$ cat src/rtl/axilite_mem_dualch_if.sv
// AXI4-Lite bus bundle for axilite_mem_dualch: five channels, with master and slave views.
interface axilite_mem_dualch_if #(
  parameter int ADDR_WIDTH = 32,
  parameter int DATA_WIDTH = 32
);
  logic                    awvalid;
  logic                    awready;
  logic [ADDR_WIDTH-1:0]   awaddr;
  logic                    wvalid;
  logic                    wready;
  logic [DATA_WIDTH-1:0]   wdata;
  logic [DATA_WIDTH/8-1:0] wstrb;
  logic                    bvalid;
  logic                    bready;
  logic [1:0]              bresp;
  logic                    arvalid;
  logic                    arready;
  logic [ADDR_WIDTH-1:0]   araddr;
  logic                    rvalid;
  logic                    rready;
  logic [DATA_WIDTH-1:0]   rdata;
  logic [1:0]              rresp;

  modport slave (
    input  awvalid, awaddr, wvalid, wdata, wstrb, bready, arvalid, araddr, rready,
    output awready, wready, bvalid, bresp, arready, rvalid, rdata, rresp
  );

  modport master (
    output awvalid, awaddr, wvalid, wdata, wstrb, bready, arvalid, araddr, rready,
    input  awready, wready, bvalid, bresp, arready, rvalid, rdata, rresp
  );
endinterface

$ cat src/rtl/axilite_mem_dualch.sv
// AXI4-Lite slave scratch memory with independent read/write FSMs, byte strobes,
// configurable read latency, SLVERR on bad addresses and a saturating error counter.
module axilite_mem_dualch #(
  parameter int ADDR_WIDTH     = 32,
  parameter int DATA_WIDTH     = 32,
  parameter int MEM_SIZE_BYTES = 64,
  parameter int RD_LATENCY     = 0,
  parameter int ERR_CNT_WIDTH  = 8
) (
  input  logic                     clk,
  input  logic                     rstn,
  axilite_mem_dualch_if.slave      s_axi,
  output logic [ERR_CNT_WIDTH-1:0] err_count
);

  localparam int STRB_W = DATA_WIDTH / 8;
  localparam int LSB    = $clog2(STRB_W);
  localparam int WORDS  = MEM_SIZE_BYTES / STRB_W;
  localparam int IDX_W  = (WORDS > 1) ? $clog2(WORDS) : 1;

  localparam logic [ADDR_WIDTH-1:0] MEM_LIMIT = ADDR_WIDTH'(MEM_SIZE_BYTES);
  localparam logic [3:0]            LAT       = 4'(RD_LATENCY);
  localparam logic [1:0]            RESP_OKAY   = 2'b00;
  localparam logic [1:0]            RESP_SLVERR = 2'b10;

  typedef enum logic [1:0] {W_IDLE, W_COMMIT, W_RESP} w_state_t;
  typedef enum logic [1:0] {R_IDLE, R_WAIT, R_DATA}   r_state_t;

  logic [DATA_WIDTH-1:0] mem [WORDS];

  // ---------------- write channel ----------------
  w_state_t              w_state, w_state_nx;
  logic                  aw_held, aw_held_nx, w_held, w_held_nx;
  logic                  awready_q, awready_nx, wready_q, wready_nx;
  logic                  bvalid_q, bvalid_nx;
  logic [1:0]            bresp_q, bresp_nx;
  logic [ADDR_WIDTH-1:0] awaddr_q;
  logic [DATA_WIDTH-1:0] wdata_q;
  logic [STRB_W-1:0]     wstrb_q;
  logic                  aw_hs, w_hs, b_hs, aw_err, w_commit;
  logic [IDX_W-1:0]      w_idx;

  assign aw_hs  = s_axi.awvalid && awready_q;
  assign w_hs   = s_axi.wvalid && wready_q;
  assign b_hs   = bvalid_q && s_axi.bready;
  assign aw_err = (awaddr_q >= MEM_LIMIT) || (awaddr_q[LSB-1:0] != '0);
  assign w_idx  = awaddr_q[LSB +: IDX_W];

  // NOTE: every output of this block gets a default first, so no path can infer a latch.
  always_comb begin
    w_state_nx = w_state;
    aw_held_nx = aw_held;
    w_held_nx  = w_held;
    bvalid_nx  = bvalid_q;
    bresp_nx   = bresp_q;
    w_commit   = 1'b0;
    unique case (w_state)
      W_IDLE: begin
        if (aw_hs) aw_held_nx = 1'b1;
        if (w_hs)  w_held_nx  = 1'b1;
        if (aw_held && w_held) w_state_nx = W_COMMIT;
      end
      W_COMMIT: begin
        w_commit   = 1'b1;
        bvalid_nx  = 1'b1;
        bresp_nx   = aw_err ? RESP_SLVERR : RESP_OKAY;
        w_state_nx = W_RESP;
      end
      W_RESP: begin
        if (b_hs) begin
          bvalid_nx  = 1'b0;
          aw_held_nx = 1'b0;
          w_held_nx  = 1'b0;
          w_state_nx = W_IDLE;
        end
      end
      default: w_state_nx = W_IDLE;
    endcase
    // Readies are registered: each follows whether its channel can accept next cycle.
    awready_nx = (w_state_nx == W_IDLE) && !aw_held_nx;
    wready_nx  = (w_state_nx == W_IDLE) && !w_held_nx;
  end

  // NOTE: state registers use non-blocking assignments so all flops update together.
  always_ff @(posedge clk or posedge rstn) begin
    if (rstn) begin
      w_state   <= W_IDLE;
      aw_held   <= 1'b0;
      w_held    <= 1'b0;
      awready_q <= 1'b0;
      wready_q  <= 1'b0;
      bvalid_q  <= 1'b0;
      bresp_q   <= RESP_OKAY;
      awaddr_q  <= '0;
      wdata_q   <= '0;
      wstrb_q   <= '0;
    end else begin
      w_state   <= w_state_nx;
      aw_held   <= aw_held_nx;
      w_held    <= w_held_nx;
      awready_q <= awready_nx;
      wready_q  <= wready_nx;
      bvalid_q  <= bvalid_nx;
      bresp_q   <= bresp_nx;
      if (aw_hs) awaddr_q <= s_axi.awaddr;
      if (w_hs) begin
        wdata_q <= s_axi.wdata;
        wstrb_q <= s_axi.wstrb;
      end
    end
  end

  // NOTE: the array is built from flops and cleared on reset; a RAM macro could not be.
  always_ff @(posedge clk or posedge rstn) begin
    if (rstn) begin
      for (int i = 0; i < WORDS; i++) mem[i] <= '0;
    end else if (w_commit && !aw_err) begin
      for (int b = 0; b < STRB_W; b++)
        if (wstrb_q[b]) mem[w_idx][8*b +: 8] <= wdata_q[8*b +: 8];
    end
  end

  // ---------------- read channel ----------------
  r_state_t              r_state, r_state_nx;
  logic                  ar_held, ar_held_nx;
  logic                  arready_q, arready_nx;
  logic                  rvalid_q, rvalid_nx;
  logic [3:0]            rd_cnt, rd_cnt_nx;
  logic [1:0]            rresp_q;
  logic [DATA_WIDTH-1:0] rdata_q;
  logic [ADDR_WIDTH-1:0] araddr_q;
  logic                  ar_hs, r_hs, ar_err, r_sample;
  logic [IDX_W-1:0]      r_idx;

  assign ar_hs  = s_axi.arvalid && arready_q;
  assign r_hs   = rvalid_q && s_axi.rready;
  assign ar_err = (araddr_q >= MEM_LIMIT) || (araddr_q[LSB-1:0] != '0);
  assign r_idx  = araddr_q[LSB +: IDX_W];

  // The cycle after AR capture is always spent in R_IDLE with the address held;
  // R_WAIT then adds exactly RD_LATENCY cycles before the data is sampled.
  always_comb begin
    r_state_nx = r_state;
    ar_held_nx = ar_held;
    rvalid_nx  = rvalid_q;
    rd_cnt_nx  = rd_cnt;
    r_sample   = 1'b0;
    unique case (r_state)
      R_IDLE: begin
        if (ar_held) begin
          ar_held_nx = 1'b0;
          if (RD_LATENCY == 0) begin
            r_sample   = 1'b1;
            rvalid_nx  = 1'b1;
            r_state_nx = R_DATA;
          end else begin
            rd_cnt_nx  = 4'd1;
            r_state_nx = R_WAIT;
          end
        end else if (ar_hs) begin
          ar_held_nx = 1'b1;
        end
      end
      R_WAIT: begin
        if (rd_cnt == LAT) begin
          r_sample   = 1'b1;
          rvalid_nx  = 1'b1;
          r_state_nx = R_DATA;
        end else begin
          rd_cnt_nx = rd_cnt + 4'd1;
        end
      end
      R_DATA: begin
        if (r_hs) begin
          rvalid_nx  = 1'b0;
          r_state_nx = R_IDLE;
        end
      end
      default: r_state_nx = R_IDLE;
    endcase
    arready_nx = (r_state_nx == R_IDLE) && !ar_held_nx;
  end

  always_ff @(posedge clk or posedge rstn) begin
    if (rstn) begin
      r_state   <= R_IDLE;
      ar_held   <= 1'b0;
      arready_q <= 1'b0;
      rvalid_q  <= 1'b0;
      rd_cnt    <= '0;
      rresp_q   <= RESP_OKAY;
      rdata_q   <= '0;
      araddr_q  <= '0;
    end else begin
      r_state   <= r_state_nx;
      ar_held   <= ar_held_nx;
      arready_q <= arready_nx;
      rvalid_q  <= rvalid_nx;
      rd_cnt    <= rd_cnt_nx;
      if (ar_hs) araddr_q <= s_axi.araddr;
      // Sampling here sees memory before any commit landing on the same edge.
      if (r_sample) begin
        rdata_q <= ar_err ? '0 : mem[r_idx];
        rresp_q <= ar_err ? RESP_SLVERR : RESP_OKAY;
      end
    end
  end

  // ---------------- error counter ----------------
  logic [ERR_CNT_WIDTH-1:0] err_cnt_q, err_cnt_nx;
  logic [ERR_CNT_WIDTH:0]   err_sum;
  logic [1:0]               err_inc;

  always_comb begin
    err_inc    = {1'b0, b_hs && (bresp_q == RESP_SLVERR)}
               + {1'b0, r_hs && (rresp_q == RESP_SLVERR)};
    err_sum    = {1'b0, err_cnt_q} + (ERR_CNT_WIDTH + 1)'(err_inc);
    err_cnt_nx = err_sum[ERR_CNT_WIDTH] ? '1 : err_sum[ERR_CNT_WIDTH-1:0];
  end

  always_ff @(posedge clk or posedge rstn) begin
    if (rstn) err_cnt_q <= '0;
    else      err_cnt_q <= err_cnt_nx;
  end

  assign s_axi.awready = awready_q;
  assign s_axi.wready  = wready_q;
  assign s_axi.bvalid  = bvalid_q;
  assign s_axi.bresp   = bresp_q;
  assign s_axi.arready = arready_q;
  assign s_axi.rvalid  = rvalid_q;
  assign s_axi.rdata   = rdata_q;
  assign s_axi.rresp   = rresp_q;
  assign err_count     = err_cnt_q;

endmodule

$ cat src/flat_wrapper.sv
// flat-port wrapper written by rule: the top's interface ports become plain ports
module axilite_mem_dualch_flat 
#(
  parameter int ADDR_WIDTH     = 32,
  parameter int DATA_WIDTH     = 32,
  parameter int MEM_SIZE_BYTES = 64,
  parameter int RD_LATENCY     = 0,
  parameter int ERR_CNT_WIDTH  = 8
)
  (clk, rstn, err_count, s_axi_awvalid, s_axi_awaddr, s_axi_wvalid, s_axi_wdata, s_axi_wstrb, s_axi_bready, s_axi_arvalid, s_axi_araddr, s_axi_rready, s_axi_awready, s_axi_wready, s_axi_bvalid, s_axi_bresp, s_axi_arready, s_axi_rvalid, s_axi_rdata, s_axi_rresp);
  axilite_mem_dualch_if #(.ADDR_WIDTH(ADDR_WIDTH), .DATA_WIDTH(DATA_WIDTH)) s_axi_i ();
  input  logic clk;
  input  logic rstn;
  output logic [ERR_CNT_WIDTH-1:0] err_count;
  input wire logic [$bits(s_axi_i.awvalid)-1:0] s_axi_awvalid;
  input wire logic [$bits(s_axi_i.awaddr)-1:0] s_axi_awaddr;
  input wire logic [$bits(s_axi_i.wvalid)-1:0] s_axi_wvalid;
  input wire logic [$bits(s_axi_i.wdata)-1:0] s_axi_wdata;
  input wire logic [$bits(s_axi_i.wstrb)-1:0] s_axi_wstrb;
  input wire logic [$bits(s_axi_i.bready)-1:0] s_axi_bready;
  input wire logic [$bits(s_axi_i.arvalid)-1:0] s_axi_arvalid;
  input wire logic [$bits(s_axi_i.araddr)-1:0] s_axi_araddr;
  input wire logic [$bits(s_axi_i.rready)-1:0] s_axi_rready;
  output wire logic [$bits(s_axi_i.awready)-1:0] s_axi_awready;
  output wire logic [$bits(s_axi_i.wready)-1:0] s_axi_wready;
  output wire logic [$bits(s_axi_i.bvalid)-1:0] s_axi_bvalid;
  output wire logic [$bits(s_axi_i.bresp)-1:0] s_axi_bresp;
  output wire logic [$bits(s_axi_i.arready)-1:0] s_axi_arready;
  output wire logic [$bits(s_axi_i.rvalid)-1:0] s_axi_rvalid;
  output wire logic [$bits(s_axi_i.rdata)-1:0] s_axi_rdata;
  output wire logic [$bits(s_axi_i.rresp)-1:0] s_axi_rresp;
  assign s_axi_i.awvalid = s_axi_awvalid;
  assign s_axi_i.awaddr = s_axi_awaddr;
  assign s_axi_i.wvalid = s_axi_wvalid;
  assign s_axi_i.wdata = s_axi_wdata;
  assign s_axi_i.wstrb = s_axi_wstrb;
  assign s_axi_i.bready = s_axi_bready;
  assign s_axi_i.arvalid = s_axi_arvalid;
  assign s_axi_i.araddr = s_axi_araddr;
  assign s_axi_i.rready = s_axi_rready;
  assign s_axi_awready = s_axi_i.awready;
  assign s_axi_wready = s_axi_i.wready;
  assign s_axi_bvalid = s_axi_i.bvalid;
  assign s_axi_bresp = s_axi_i.bresp;
  assign s_axi_arready = s_axi_i.arready;
  assign s_axi_rvalid = s_axi_i.rvalid;
  assign s_axi_rdata = s_axi_i.rdata;
  assign s_axi_rresp = s_axi_i.rresp;
  axilite_mem_dualch #(.ADDR_WIDTH(ADDR_WIDTH), .DATA_WIDTH(DATA_WIDTH), .MEM_SIZE_BYTES(MEM_SIZE_BYTES), .RD_LATENCY(RD_LATENCY), .ERR_CNT_WIDTH(ERR_CNT_WIDTH)) u_core (.clk(clk), .rstn(rstn), .s_axi(s_axi_i), .err_count(err_count));
endmodule
$ cat config.mk
export PLATFORM = sky130hd
export DESIGN_NAME = axilite_mem_dualch_flat
export DESIGN_NICKNAME = d
export VERILOG_FILES = /design/src/rtl/axilite_mem_dualch_if.sv /design/src/rtl/axilite_mem_dualch.sv /design/src/flat_wrapper.sv
export SDC_FILE = /design/constraint.sdc
export NUM_CORES = 1
export LEC_CHECK = 0
export CAP_MARGIN = 5
export CORE_ASPECT_RATIO = 2
export CORE_MARGIN = 5
export CORE_UTILIZATION = 27
export DETAILED_ROUTE_END_ITERATION = 10
export PLACE_DENSITY = 0.41
export SYNTH_ARGS = -nofsm -noshare
export SYNTH_HDL_FRONTEND = slang
export SYNTH_SLANG_ARGS = --single-unit
$ cat constraint.sdc
create_clock -name clk -period 29.9 [get_ports clk]
set_input_delay 5.98 -clock clk [delete_from_list [all_inputs] [get_ports clk]]
set_output_delay 5.98 -clock clk [all_outputs]
set_load 0.02 [all_outputs]
==> flow_results.xml, run 1 <==
<?xml version="1.0" encoding="UTF-8"?>
<metrics>
  <group name="floorplan">
    <metric name="pin_count" unit="">156</metric>
    <metric name="initial_utilization" unit="%">27.05</metric>
    <metric name="die_width" unit="µm">251.1</metric>
    <metric name="core_area" unit="µm²">116000</metric>
    <metric name="floorplan.die_area" unit="µm²">123600</metric>
    <metric name="floorplan.die.height" unit="µm">492.2</metric>
    <metric name="rows" unit="">177</metric>
  </group>
  <group name="global_routing">
    <metric name="global_route.overflow_total" unit="">0</metric>
    <metric name="grt_antenna_before_repair" unit="">1</metric>
    <metric name="grt_pass1_wl" unit="µm">138200</metric>
    <metric name="grt_start_max_net_pins" unit="">177</metric>
    <metric name="global_route.usage.total" unit="%">14.62</metric>
    <metric name="first_global_vias" unit="">20910</metric>
  </group>
  <group name="placed_design">
    <metric name="gp_congestion" unit="">0.7475</metric>
    <metric name="place.detailed.instances" unit="">3670</metric>
    <metric name="dpl.hpwl" unit="µm">56730</metric>
    <metric name="numPortBuffers" unit="">153</metric>
  </group>
  <group name="setup_path">
    <metric name="path_delay_family" unit="">buffers and inverters</metric>
    <metric name="timing.critical_path.buf_inv" unit="">5</metric>
    <metric name="critical_path.max_stage_delay" unit="ns">0.86</metric>
    <metric name="worst-r2r-setup-slack" unit="ns">26.25</metric>
    <metric name="crit_arrival" unit="ns">9.53</metric>
    <metric name="cp-end-kind" unit="">asynchronous set/reset pin</metric>
    <metric name="timing.critical_path.slowest_stage_cell" unit="">buf_4</metric>
    <metric name="critical_path.cell_chain" unit="">clkdlybuf4s50_1 &gt; inv_8 &gt; buf_4 &gt; buf_4 &gt; buf_4</metric>
    <metric name="setup.worst_path.class" unit="">input pin to asynchronous set/reset pin</metric>
    <metric name="crit_required" unit="ns">30.44</metric>
    <metric name="critPathLaunchType" unit="">input pin</metric>
    <metric name="critPathMostFrequentCell" unit="">buf_4</metric>
    <metric name="cp_max_fanout" unit="">89</metric>
  </group>
  <group name="timing">
    <metric name="finalClockSkew" unit="ns">0.02461</metric>
    <metric name="min_period" unit="ns">8.994</metric>
    <metric name="setup_viol" unit="">0</metric>
    <metric name="slew_viol_final" unit="">0</metric>
    <metric name="setup_tns" unit="ns">0</metric>
    <metric name="timing.max_slew.rel_slack" unit="%">29.07</metric>
    <metric name="fmax" unit="GHz">0.1112</metric>
    <metric name="final_hold_viol_count" unit="">0</metric>
    <metric name="grt_setup_unrepaired" unit="">false</metric>
    <metric name="period_share" unit="%">30.08</metric>
    <metric name="worstMarginPinSlew" unit="ns">1.064</metric>
  </group>
  <group name="layout">
    <metric name="layout.cells.non_filler" unit="">3798</metric>
    <metric name="area_growth_syn_to_layout" unit="%">17.81</metric>
    <metric name="layout.nets" unit="">2331</metric>
    <metric name="final_layout_size_suffix_gt1_share" unit="%">40.69</metric>
    <metric name="final_core_util" unit="%">31.87</metric>
  </group>
  <group name="drt">
    <metric name="detailroute.via_count" unit="">18270</metric>
    <metric name="drc_violation_total_after_the_first_tritonroute_iteration" unit="">758</metric>
    <metric name="avgViaCountPerCell" unit="">4.811</metric>
    <metric name="route.detailed.drc" unit="">0</metric>
    <metric name="routed_wl" unit="µm">91260</metric>
    <metric name="wl_per_cell" unit="µm">24.03</metric>
    <metric name="antenna_left" unit="">0</metric>
    <metric name="drt_first_pass_iters" unit="">5</metric>
  </group>
  <group name="power_and_ir_drop">
    <metric name="total_leakage_power" unit="nW">17.13</metric>
    <metric name="cell_internal_pwr" unit="W">0.001636</metric>
    <metric name="irDropWorstVdd" unit="mV">0.04581</metric>
    <metric name="power_per_cell_area" unit="nW/µm²">61.34</metric>
    <metric name="net-switching-power" unit="W">0.0006322</metric>
    <metric name="seqPwrFrac" unit="%">48.9</metric>
    <metric name="sw_frac_of_total" unit="%">27.87</metric>
    <metric name="comb_power_share" unit="%">7.9</metric>
    <metric name="clkPwrFrac" unit="%">43.1</metric>
  </group>
  <group name="clocking">
    <metric name="cts_hold_buffers" unit="">0</metric>
    <metric name="postCtsSetupRepairBufs" unit="">0</metric>
    <metric name="cts_buffers" unit="">69</metric>
    <metric name="cts.root.buffer_cell" unit="">clkbuf_16</metric>
    <metric name="cts_max_level" unit="">3</metric>
    <metric name="cts.clk_slew.worst_paths" unit="ns">0.07</metric>
    <metric name="clockBufferDepth" unit="">3</metric>
    <metric name="cts_tree" unit="">built</metric>
    <metric name="tritoncts_sinks" unit="">670</metric>
    <metric name="insertion_delay" unit="ns">0.65</metric>
    <metric name="ctsResizeCount" unit="">0</metric>
  </group>
  <group name="yosys">
    <metric name="netlist_top_cells_count" unit="">dfrtp_1, mux2_2, mux2_4</metric>
    <metric name="synthCells" unit="">2123</metric>
    <metric name="synth_edf_count" unit="">0</metric>
    <metric name="synth_top_area_share" unit="%">53.41</metric>
    <metric name="netlist.top_cell.by_area" unit="">dfrtp_1</metric>
    <metric name="yosys_warnings" unit="">0</metric>
    <metric name="postSynth.topFlopCell" unit="">dfrtp_1</metric>
    <metric name="netlist-cell-type-count" unit="">54</metric>
    <metric name="ys_seq_elements" unit="">670</metric>
    <metric name="post-synth-top-count-cell" unit="">dfrtp_1</metric>
    <metric name="synth-seq-area-share" unit="%">53.41</metric>
    <metric name="synth_area_per_cell" unit="µm²">14.79</metric>
    <metric name="async_reset_ff_share" unit="%">100.0</metric>
    <metric name="synth_area_leaders" unit="">dfrtp_1, mux2_2, mux2_4, mux2i_1, a221o_1</metric>
    <metric name="syn_area" unit="µm²">31390</metric>
  </group>
  <group name="hold_path">
    <metric name="timing.hold.worst.class" unit="">flop to flop</metric>
  </group>
  <group name="run_status">
    <metric name="status" unit="">finished, final reports clean</metric>
  </group>
  <group name="job">
    <metric name="cap_viol_max_count" unit="">0</metric>
  </group>
</metrics>
-- final cells by class --
class	count	area [µm²]
diodes	1	2.502
repair buffers	182	1774
clock buffers	99	2032
well taps	1521	1903
fillers	11570	79060
inverters	7	33.78
multi-input cells	1290	13960
clock inverters	28	496.7
flip-flops and latches	670	16780
-- kinds of logic after synthesis --
| family | Yosys count | synth area share (%) |
|---|---|---|
| AOI/OAI and AO/OA | 246 | 6.377 |
| adders and majority gates | 4 | 0.1834 |
| other | 1 | 0.01195 |
| DFF | 670 | 53.41 |
| buffers and inverters | 164 | 2.268 |
| and+or+nand+nor | 195 | 5.214 |
| xor gates and xnor gates | 6 | 0.1674 |
| muxes | 837 | 32.37 |
-- final timing paths --
check / endpoint / cells after the start / from
min in group asynchronous: u_core.wdata_q[19] / 2 / rstn
setup / recovery: u_core.araddr_q[4] / 5 / rstn
setup reg to reg: u_core.s_axi.rdata[23] / 6 / u_core.araddr_q[3]
hold / removal: u_core.awaddr_q[18] / 1 / u_core.awaddr_q[18]
hold reg to reg: u_core.awaddr_q[18] / 1 / u_core.awaddr_q[18]
max in group clk: err_count[2] / 1 / u_core.err_count[2]
-- cells in the final DEF (no fill, tap or decap), types with 8 or more instances in the layout --
cell type	count
mux2_4	240
a221o_1	62
mux2_2	465
o21ai_0	9
clkbuf_16	71
mux2i_1	132
buf_4	27
a21boi_0	32
nor4_1	11
a221oi_1	31
dfrtp_1	666
clkdlybuf4s50_1	153
clkbuf_8	15
and2_1	12
bufinv_16	13
nand3_1	42
clkinv_2	9
a22oi_1	65
nand3_4	31
and3_1	8
o31ai_1	32
nor2b_1	8
clkbuf_1	13
nand2_1	14
nand3_2	26
nor2_1	9
-- power by group through the flow --
| stage | sequential [W] | clock, W | combinational [W] |
|---|---|---|---|
| floorplan | 0.00103 | 0 | 0.000172 |
| global placement | 0.00112 | 0 | 0.000179 |
| detailed placement | 0.00113 | 0 | 0.000184 |
| CTS | 0.00111 | 0.00102 | 0.000185 |
| global route | 0.00113 | 0.00105 | 0.000198 |
| finish | 0.00111 | 0.000979 | 0.000180 |
-- metal layers --
layer / wire [µm] / GRT usage (%)
met2: 49300 / 27.37
met3: 3396 / 2.822
met1: 36240 / 16.80
met4: 2317 / 4.275
met5: 0 / 0
-- flip-flops by register name (all words and copies together) (netlist names), 4 cells and up --
name and count:
u_core.araddr_q 32, u_core.awaddr_q 32, u_core.rd_cnt 4, u_core.wdata_q 32, u_core.wstrb_q 4, u_core.err_count 8, u_core.mem 512, u_core.s_axi.rdata 32
-- through the flow --
step | hold slack (ns) | setup WS (ns) | area [µm²] | power (W)
final | 0.5006 | 20.91 | 36980 | 0.002269
after global routing | 0.5072 | 20.22 | 36980 | 0.002370
after CTS | 0.5031 | 20.67 | 36980 | 0.002318
after detailed placement | 0.4878 | 19.97 | 34450 | 0.001317
after global placement | 0.4807 | 20.12 | 34450 | 0.001304
after floorplan | 0.4508 | 5.140 | 31400 | 0.001201
Power figures use the tool's default switching activity.
==> run 2, diff against run 1 <==
PLACE_DENSITY = 0.43   (was 0.41)
clock period = 7.4 ns   (was 29.9 ns; I/O delays follow)
==> flow_results.xml, run 2 (synthesis results as in run 1) <==
<?xml version="1.0" encoding="UTF-8"?>
<metrics>
  <group name="clocking">
    <metric name="cts_tree" unit="">built</metric>
    <metric name="cts_max_level" unit="">3</metric>
    <metric name="cts_hold_buffers" unit="">0</metric>
    <metric name="insertion_delay" unit="ns">0.65</metric>
    <metric name="cts_buffers" unit="">68</metric>
    <metric name="postCtsSetupRepairBufs" unit="">0</metric>
    <metric name="ctsResizeCount" unit="">0</metric>
    <metric name="tritoncts_sinks" unit="">670</metric>
    <metric name="clockBufferDepth" unit="">3</metric>
    <metric name="cts.clk_slew.worst_paths" unit="ns">0.06</metric>
    <metric name="cts.root.buffer_cell" unit="">clkbuf_16</metric>
  </group>
  <group name="setup_path">
    <metric name="path_delay_family" unit="">simple AND/OR/NAND/NOR gates</metric>
    <metric name="setup.worst_path.class" unit="">flop to flop</metric>
    <metric name="worst-r2r-cell-count" unit="">5</metric>
    <metric name="cp_max_fanout" unit="">36</metric>
    <metric name="timing.critical_path.buf_inv" unit="">1</metric>
    <metric name="worst-r2r-setup-slack" unit="ns">3.97</metric>
    <metric name="timing.rr.end" unit="">u_core.mem[423]</metric>
    <metric name="crit_arrival" unit="ns">3.95</metric>
    <metric name="regToRegStartpoint" unit="">u_core.awaddr_q[13]</metric>
    <metric name="critical_path.max_stage_delay" unit="ns">0.80</metric>
    <metric name="crit_required" unit="ns">7.92</metric>
    <metric name="critPathLaunchType" unit="">flop</metric>
    <metric name="critical_path.cell_chain" unit="">nor4_1 &gt; and4_4 &gt; buf_4 &gt; and3_1 &gt; mux2_2</metric>
    <metric name="cp-end-kind" unit="">flop</metric>
    <metric name="timing.critical_path.slowest_stage_cell" unit="">and4_4</metric>
  </group>
  <group name="drt">
    <metric name="drc_violation_total_after_the_first_tritonroute_iteration" unit="">896</metric>
    <metric name="detailroute.via_count" unit="">18400</metric>
    <metric name="antenna_left" unit="">0</metric>
    <metric name="wl_per_cell" unit="µm">23.97</metric>
    <metric name="route.detailed.drc" unit="">0</metric>
    <metric name="routed_wl" unit="µm">90980</metric>
    <metric name="drt_first_pass_iters" unit="">5</metric>
    <metric name="avgViaCountPerCell" unit="">4.847</metric>
  </group>
  <group name="power_and_ir_drop">
    <metric name="power_per_cell_area" unit="nW/µm²">236.1</metric>
    <metric name="total_leakage_power" unit="nW">16.96</metric>
    <metric name="irDropWorstVdd" unit="mV">0.1913</metric>
    <metric name="fin_total_pwr" unit="W">0.008650</metric>
  </group>
  <group name="hold_path">
    <metric name="holdPathStages" unit="">1</metric>
    <metric name="worstHoldStart" unit="">u_core.awaddr_q[18]</metric>
    <metric name="hold_path_end" unit="">u_core.awaddr_q[18]</metric>
    <metric name="timing.hold.worst.class" unit="">flop to flop</metric>
  </group>
  <group name="run_status">
    <metric name="status" unit="">finished, final reports clean</metric>
  </group>
  <group name="layout">
    <metric name="area_growth_syn_to_layout" unit="%">16.72</metric>
    <metric name="largest_register" unit="">u_core.mem</metric>
    <metric name="final_layout_size_suffix_gt1_share" unit="%">40.30</metric>
    <metric name="multi_input_comb_area" unit="µm²">13960</metric>
    <metric name="regArea" unit="µm²">16780</metric>
    <metric name="fill_cells" unit="">11610</metric>
    <metric name="mostFrequentLayoutCells" unit="">dfrtp_1, mux2_2, mux2_4, clkdlybuf4s50_1, mux2i_1</metric>
    <metric name="most_frequent_standard_cell_in_the_layout_excluding_fill_and_tap_cells" unit="">dfrtp_1</metric>
    <metric name="largest_reg_flops" unit="">512</metric>
    <metric name="layout.nets" unit="">2334</metric>
  </group>
  <group name="job">
    <metric name="cap_viol_max_count" unit="">0</metric>
  </group>
  <group name="timing">
    <metric name="layout_setup_ws" unit="ns">3.969</metric>
    <metric name="setup_viol" unit="">0</metric>
    <metric name="final_hold_viol_count" unit="">0</metric>
    <metric name="timing.max_slew.rel_slack" unit="%">26.30</metric>
    <metric name="grt_setup_unrepaired" unit="">false</metric>
    <metric name="min_period" unit="ns">3.431</metric>
    <metric name="period_share" unit="%">46.36</metric>
    <metric name="slew_viol_final" unit="">0</metric>
    <metric name="fmax" unit="GHz">0.2915</metric>
    <metric name="worstMarginPinSlew" unit="ns">1.105</metric>
    <metric name="finalClockSkew" unit="ns">0.02289</metric>
  </group>
  <group name="placed_design">
    <metric name="gp_congestion" unit="">0.7556</metric>
    <metric name="place_worst_setup_slack" unit="ns">3.940</metric>
    <metric name="numPortBuffers" unit="">153</metric>
    <metric name="dpl.hpwl" unit="µm">57270</metric>
  </group>
  <group name="global_routing">
    <metric name="global_route.usage.total" unit="%">14.57</metric>
    <metric name="grt_pass1_wl" unit="µm">138300</metric>
    <metric name="first_global_vias" unit="">21020</metric>
    <metric name="grt_start_max_net_pins" unit="">164</metric>
    <metric name="global_route.overflow_total" unit="">0</metric>
    <metric name="grt_antenna_before_repair" unit="">2</metric>
  </group>
  <group name="floorplan">
    <metric name="floorplan.die_area" unit="µm²">123600</metric>
    <metric name="initial_utilization" unit="%">27.05</metric>
    <metric name="core_area" unit="µm²">116000</metric>
    <metric name="die_width" unit="µm">251.1</metric>
    <metric name="floorplan.die.height" unit="µm">492.2</metric>
    <metric name="pin_count" unit="">156</metric>
    <metric name="rows" unit="">177</metric>
  </group>
</metrics>
## run 2: layout make-up
class	instances	area share [%]
inverters	7	0.08196
clock inverters	19	0.4439
well taps	1521	5.194
clock buffers	101	5.430
multi-input cells	1290	38.09
diodes	2	0.01366
flip-flops and latches	670	45.79
repair buffers	186	4.959
## run 2: report_power, final
part | internal (W) | total (W) | switching (W)
clock | 0.00191 | 0.00344 | 0.00154
sequential | 0.00387 | 0.00448 | 0.000609
combinational | 0.000366 | 0.000727 | 0.000361
## run 2: worst max path at each step
stage	start	end	slack, ns	cells past startpoint
final	u_core.awaddr_q[13]	u_core.mem[423]	3.97	5
after global routing	u_core.awaddr_q[10]	u_core.mem[419]	3.79	5
after CTS	u_core.araddr_q[2]	u_core.s_axi.rdata[11]	3.97	6
after detailed placement	rstn	u_core.araddr_q[2]	3.94	3
after global placement	s_axi_rready	u_core.err_count[4]	3.88	9
after floorplan	rstn	u_core.ar_held	-3.24	1
## run 2: through the flow
step	hold WS (ns)	setup TNS, ns	util (%)	area (µm²)	std cells
after CTS	0.5006	0	31.57	36630	3794
after global routing	0.5109	0	31.57	36640	3795
final	0.4984	0	31.57	36640	3796
after detailed placement	0.4862	0	29.71	34480	3674
after global placement	0.4805	0	29.71	34480	3674
after floorplan	0.4508	-2172.38	-	31400	2124
## run 2: per-layer routing
| layer | wire length [µm] | vias up | global-route usage [%] |
|---|---|---|---|
| li1 | - | 8119 | - |
| met1 | 35870 | 9775 | 16.69 |
| met2 | 49040 | 378 | 27.31 |
| met3 | 3832 | 125 | 2.828 |
| met4 | 2226 | 2 | 4.299 |
| met5 | 11 | - | 0 |
## run 2: worst register-to-register path: stages (launching register included)
cell,delay [ns]
dfrtp_1,0.37
nor4_1,0.36
and4_4,0.80
buf_4,0.71
and3_1,0.67
mux2_2,0.40
==> run 3, diff against run 2 <==
clock period = 2.91 ns   (was 7.4 ns; I/O delays follow)
==> flow_results.xml, run 3 (synthesis results as in run 1) <==
<?xml version="1.0" encoding="UTF-8"?>
<metrics>
  <group name="run_status">
    <metric name="status" unit="">finished, final reports clean</metric>
  </group>
  <group name="timing">
    <metric name="timing.max_slew.rel_slack" unit="%">23.85</metric>
    <metric name="fmax" unit="GHz">0.3824</metric>
    <metric name="hold_slack" unit="ns">0.4755</metric>
    <metric name="period_share" unit="%">89.87</metric>
    <metric name="finalClockSkew" unit="ns">0.02605</metric>
    <metric name="grt_setup_unrepaired" unit="">false</metric>
    <metric name="setup_viol" unit="">0</metric>
    <metric name="worstMarginPinSlew" unit="ns">1.142</metric>
    <metric name="min_period" unit="ns">2.615</metric>
    <metric name="final_hold_viol_count" unit="">0</metric>
    <metric name="setup_tns" unit="ns">0</metric>
    <metric name="slew_viol_final" unit="">0</metric>
  </group>
  <group name="placed_design">
    <metric name="gp_congestion" unit="">0.7523</metric>
    <metric name="dpl.hpwl" unit="µm">58580</metric>
    <metric name="numPortBuffers" unit="">153</metric>
    <metric name="place.detailed.instances" unit="">3711</metric>
  </group>
  <group name="layout">
    <metric name="largest_register" unit="">u_core.mem</metric>
    <metric name="layout.cells.non_filler" unit="">3835</metric>
    <metric name="layout.nets" unit="">2371</metric>
    <metric name="final_layout_size_suffix_gt1_share" unit="%">41.68</metric>
    <metric name="area_growth_syn_to_layout" unit="%">19.53</metric>
    <metric name="most_frequent_standard_cell_in_the_layout_excluding_fill_and_tap_cells" unit="">dfrtp_1</metric>
    <metric name="mostFrequentLayoutCells" unit="">dfrtp_1, mux2_2, mux2_4, clkdlybuf4s50_1, mux2i_1</metric>
    <metric name="largest_reg_flops" unit="">512</metric>
  </group>
  <group name="floorplan">
    <metric name="initial_utilization" unit="%">27.05</metric>
    <metric name="rows" unit="">177</metric>
    <metric name="pin_count" unit="">156</metric>
    <metric name="floorplan.die.height" unit="µm">492.2</metric>
    <metric name="floorplan.die_area" unit="µm²">123600</metric>
    <metric name="die_width" unit="µm">251.1</metric>
    <metric name="core_area" unit="µm²">116000</metric>
  </group>
  <group name="global_routing">
    <metric name="global_route.overflow_total" unit="">0</metric>
    <metric name="grt_antenna_before_repair" unit="">1</metric>
    <metric name="first_global_vias" unit="">20680</metric>
    <metric name="grt_pass1_wl" unit="µm">137200</metric>
    <metric name="grt_start_max_net_pins" unit="">87</metric>
    <metric name="global_route.usage.total" unit="%">14.52</metric>
  </group>
  <group name="clocking">
    <metric name="cts_hold_buffers" unit="">0</metric>
    <metric name="tritoncts_sinks" unit="">670</metric>
    <metric name="insertion_delay" unit="ns">0.66</metric>
    <metric name="ctsResizeCount" unit="">0</metric>
    <metric name="postCtsSetupRepairBufs" unit="">0</metric>
    <metric name="clockBufferDepth" unit="">3</metric>
    <metric name="cts.root.buffer_cell" unit="">clkbuf_16</metric>
    <metric name="cts_max_level" unit="">3</metric>
    <metric name="cts.clk_slew.worst_paths" unit="ns">0.06</metric>
    <metric name="cts_tree" unit="">built</metric>
    <metric name="cts_buffers" unit="">68</metric>
  </group>
  <group name="drt">
    <metric name="route.detailed.drc" unit="">0</metric>
    <metric name="drc_violation_total_after_the_first_tritonroute_iteration" unit="">913</metric>
    <metric name="detailroute.via_count" unit="">18440</metric>
    <metric name="avgViaCountPerCell" unit="">4.807</metric>
    <metric name="drt_first_pass_iters" unit="">7</metric>
    <metric name="wl_per_cell" unit="µm">23.57</metric>
    <metric name="routed_wl" unit="µm">90380</metric>
    <metric name="antenna_left" unit="">0</metric>
  </group>
  <group name="setup_path">
    <metric name="cp_max_fanout" unit="">16</metric>
    <metric name="crit_required" unit="ns">3.43</metric>
    <metric name="critPathLaunchType" unit="">flop</metric>
    <metric name="cp-end-kind" unit="">flop</metric>
    <metric name="worst-r2r-setup-slack" unit="ns">0.29</metric>
    <metric name="setup.worst_path.class" unit="">flop to flop</metric>
    <metric name="worst-r2r-cell-count" unit="">5</metric>
    <metric name="crit_arrival" unit="ns">3.14</metric>
    <metric name="regToRegStartpoint" unit="">u_core.awaddr_q[23]</metric>
    <metric name="timing.rr.end" unit="">u_core.mem[329]</metric>
  </group>
  <group name="job">
    <metric name="cap_viol_max_count" unit="">0</metric>
  </group>
  <group name="power_and_ir_drop">
    <metric name="irDropWorstVdd" unit="mV">0.5432</metric>
    <metric name="total_leakage_power" unit="nW">17.39</metric>
    <metric name="power_per_cell_area" unit="nW/µm²">613.5</metric>
  </group>
  <group name="hold_path">
    <metric name="timing.hold.worst.class" unit="">input pin to asynchronous set/reset pin</metric>
  </group>
</metrics>
-- run 3: final cells by class --
cell class	instances	area, µm²
Timing Repair Buffer	223	2420
Sequential cell	670	16780
Clock inverter	26	416.7
Fill cell	11550	78530
Inverter	7	30.03
Tap cell	1521	1903
Clock buffer	97	2014
Antenna cell	1	2.502
Multi-Input combinational cell	1290	13960
-- run 3: per-layer routing --
layer  share of wire [%]  wire, µm  vias up  global-route usage, %
li1                    -         -     8196                      -
met1                  39     35420     9790                  16.55
met2                  54     49230      345                  27.23
met3                 3.7      3374      104                  2.843
met4                 2.6      2354        0                  4.423
met5                   0         0        -                      0
-- run 3: worst max-delay path, stage by stage (launching register included) --
cell and delay, ns:
dfrtp_1 0.37, or4_1 0.75, nor4_4 0.42, buf_12 0.26, nand3_2 0.31, mux2_2 0.37
-- run 3: metrics by stage --
step | util [%] | instance area, µm² | power (W) | setup slack (ns)
after floorplan | - | 31400 | 0.01235 | -6.834
after global placement | 30.24 | 35090 | 0.01347 | 0.2551
after detailed placement | 30.24 | 35090 | 0.01358 | 0.2383
after CTS | 32.33 | 37520 | 0.02350 | 0.2458
after global routing | 32.33 | 37520 | 0.02407 | 0.1981
final | 32.33 | 37520 | 0.02302 | 0.2949
-- run 3: worst max path at each step --
stage                        start                  end  slack [ns]  cells past startpoint
2_1_floorplan                 rstn       u_core.ar_held       -6.83                      1
3_3_place_gp          s_axi_rready  u_core.err_count[4]        0.26                      9
3_5_place_dp   u_core.awaddr_q[23]      u_core.mem[363]        0.24                      5
4_1_cts        u_core.awaddr_q[20]      u_core.mem[365]        0.25                      5
5_1_grt        u_core.awaddr_q[23]      u_core.mem[500]        0.20                      5
6_report       u_core.awaddr_q[23]      u_core.mem[329]        0.29                      5
-- run 3: power breakdown --
group / switching (W) / internal, W
logic: 0.000945 / 0.000977
registers: 0.00156 / 0.00984
clock network: 0.00397 / 0.00574
total: 0.00647 / 0.0165
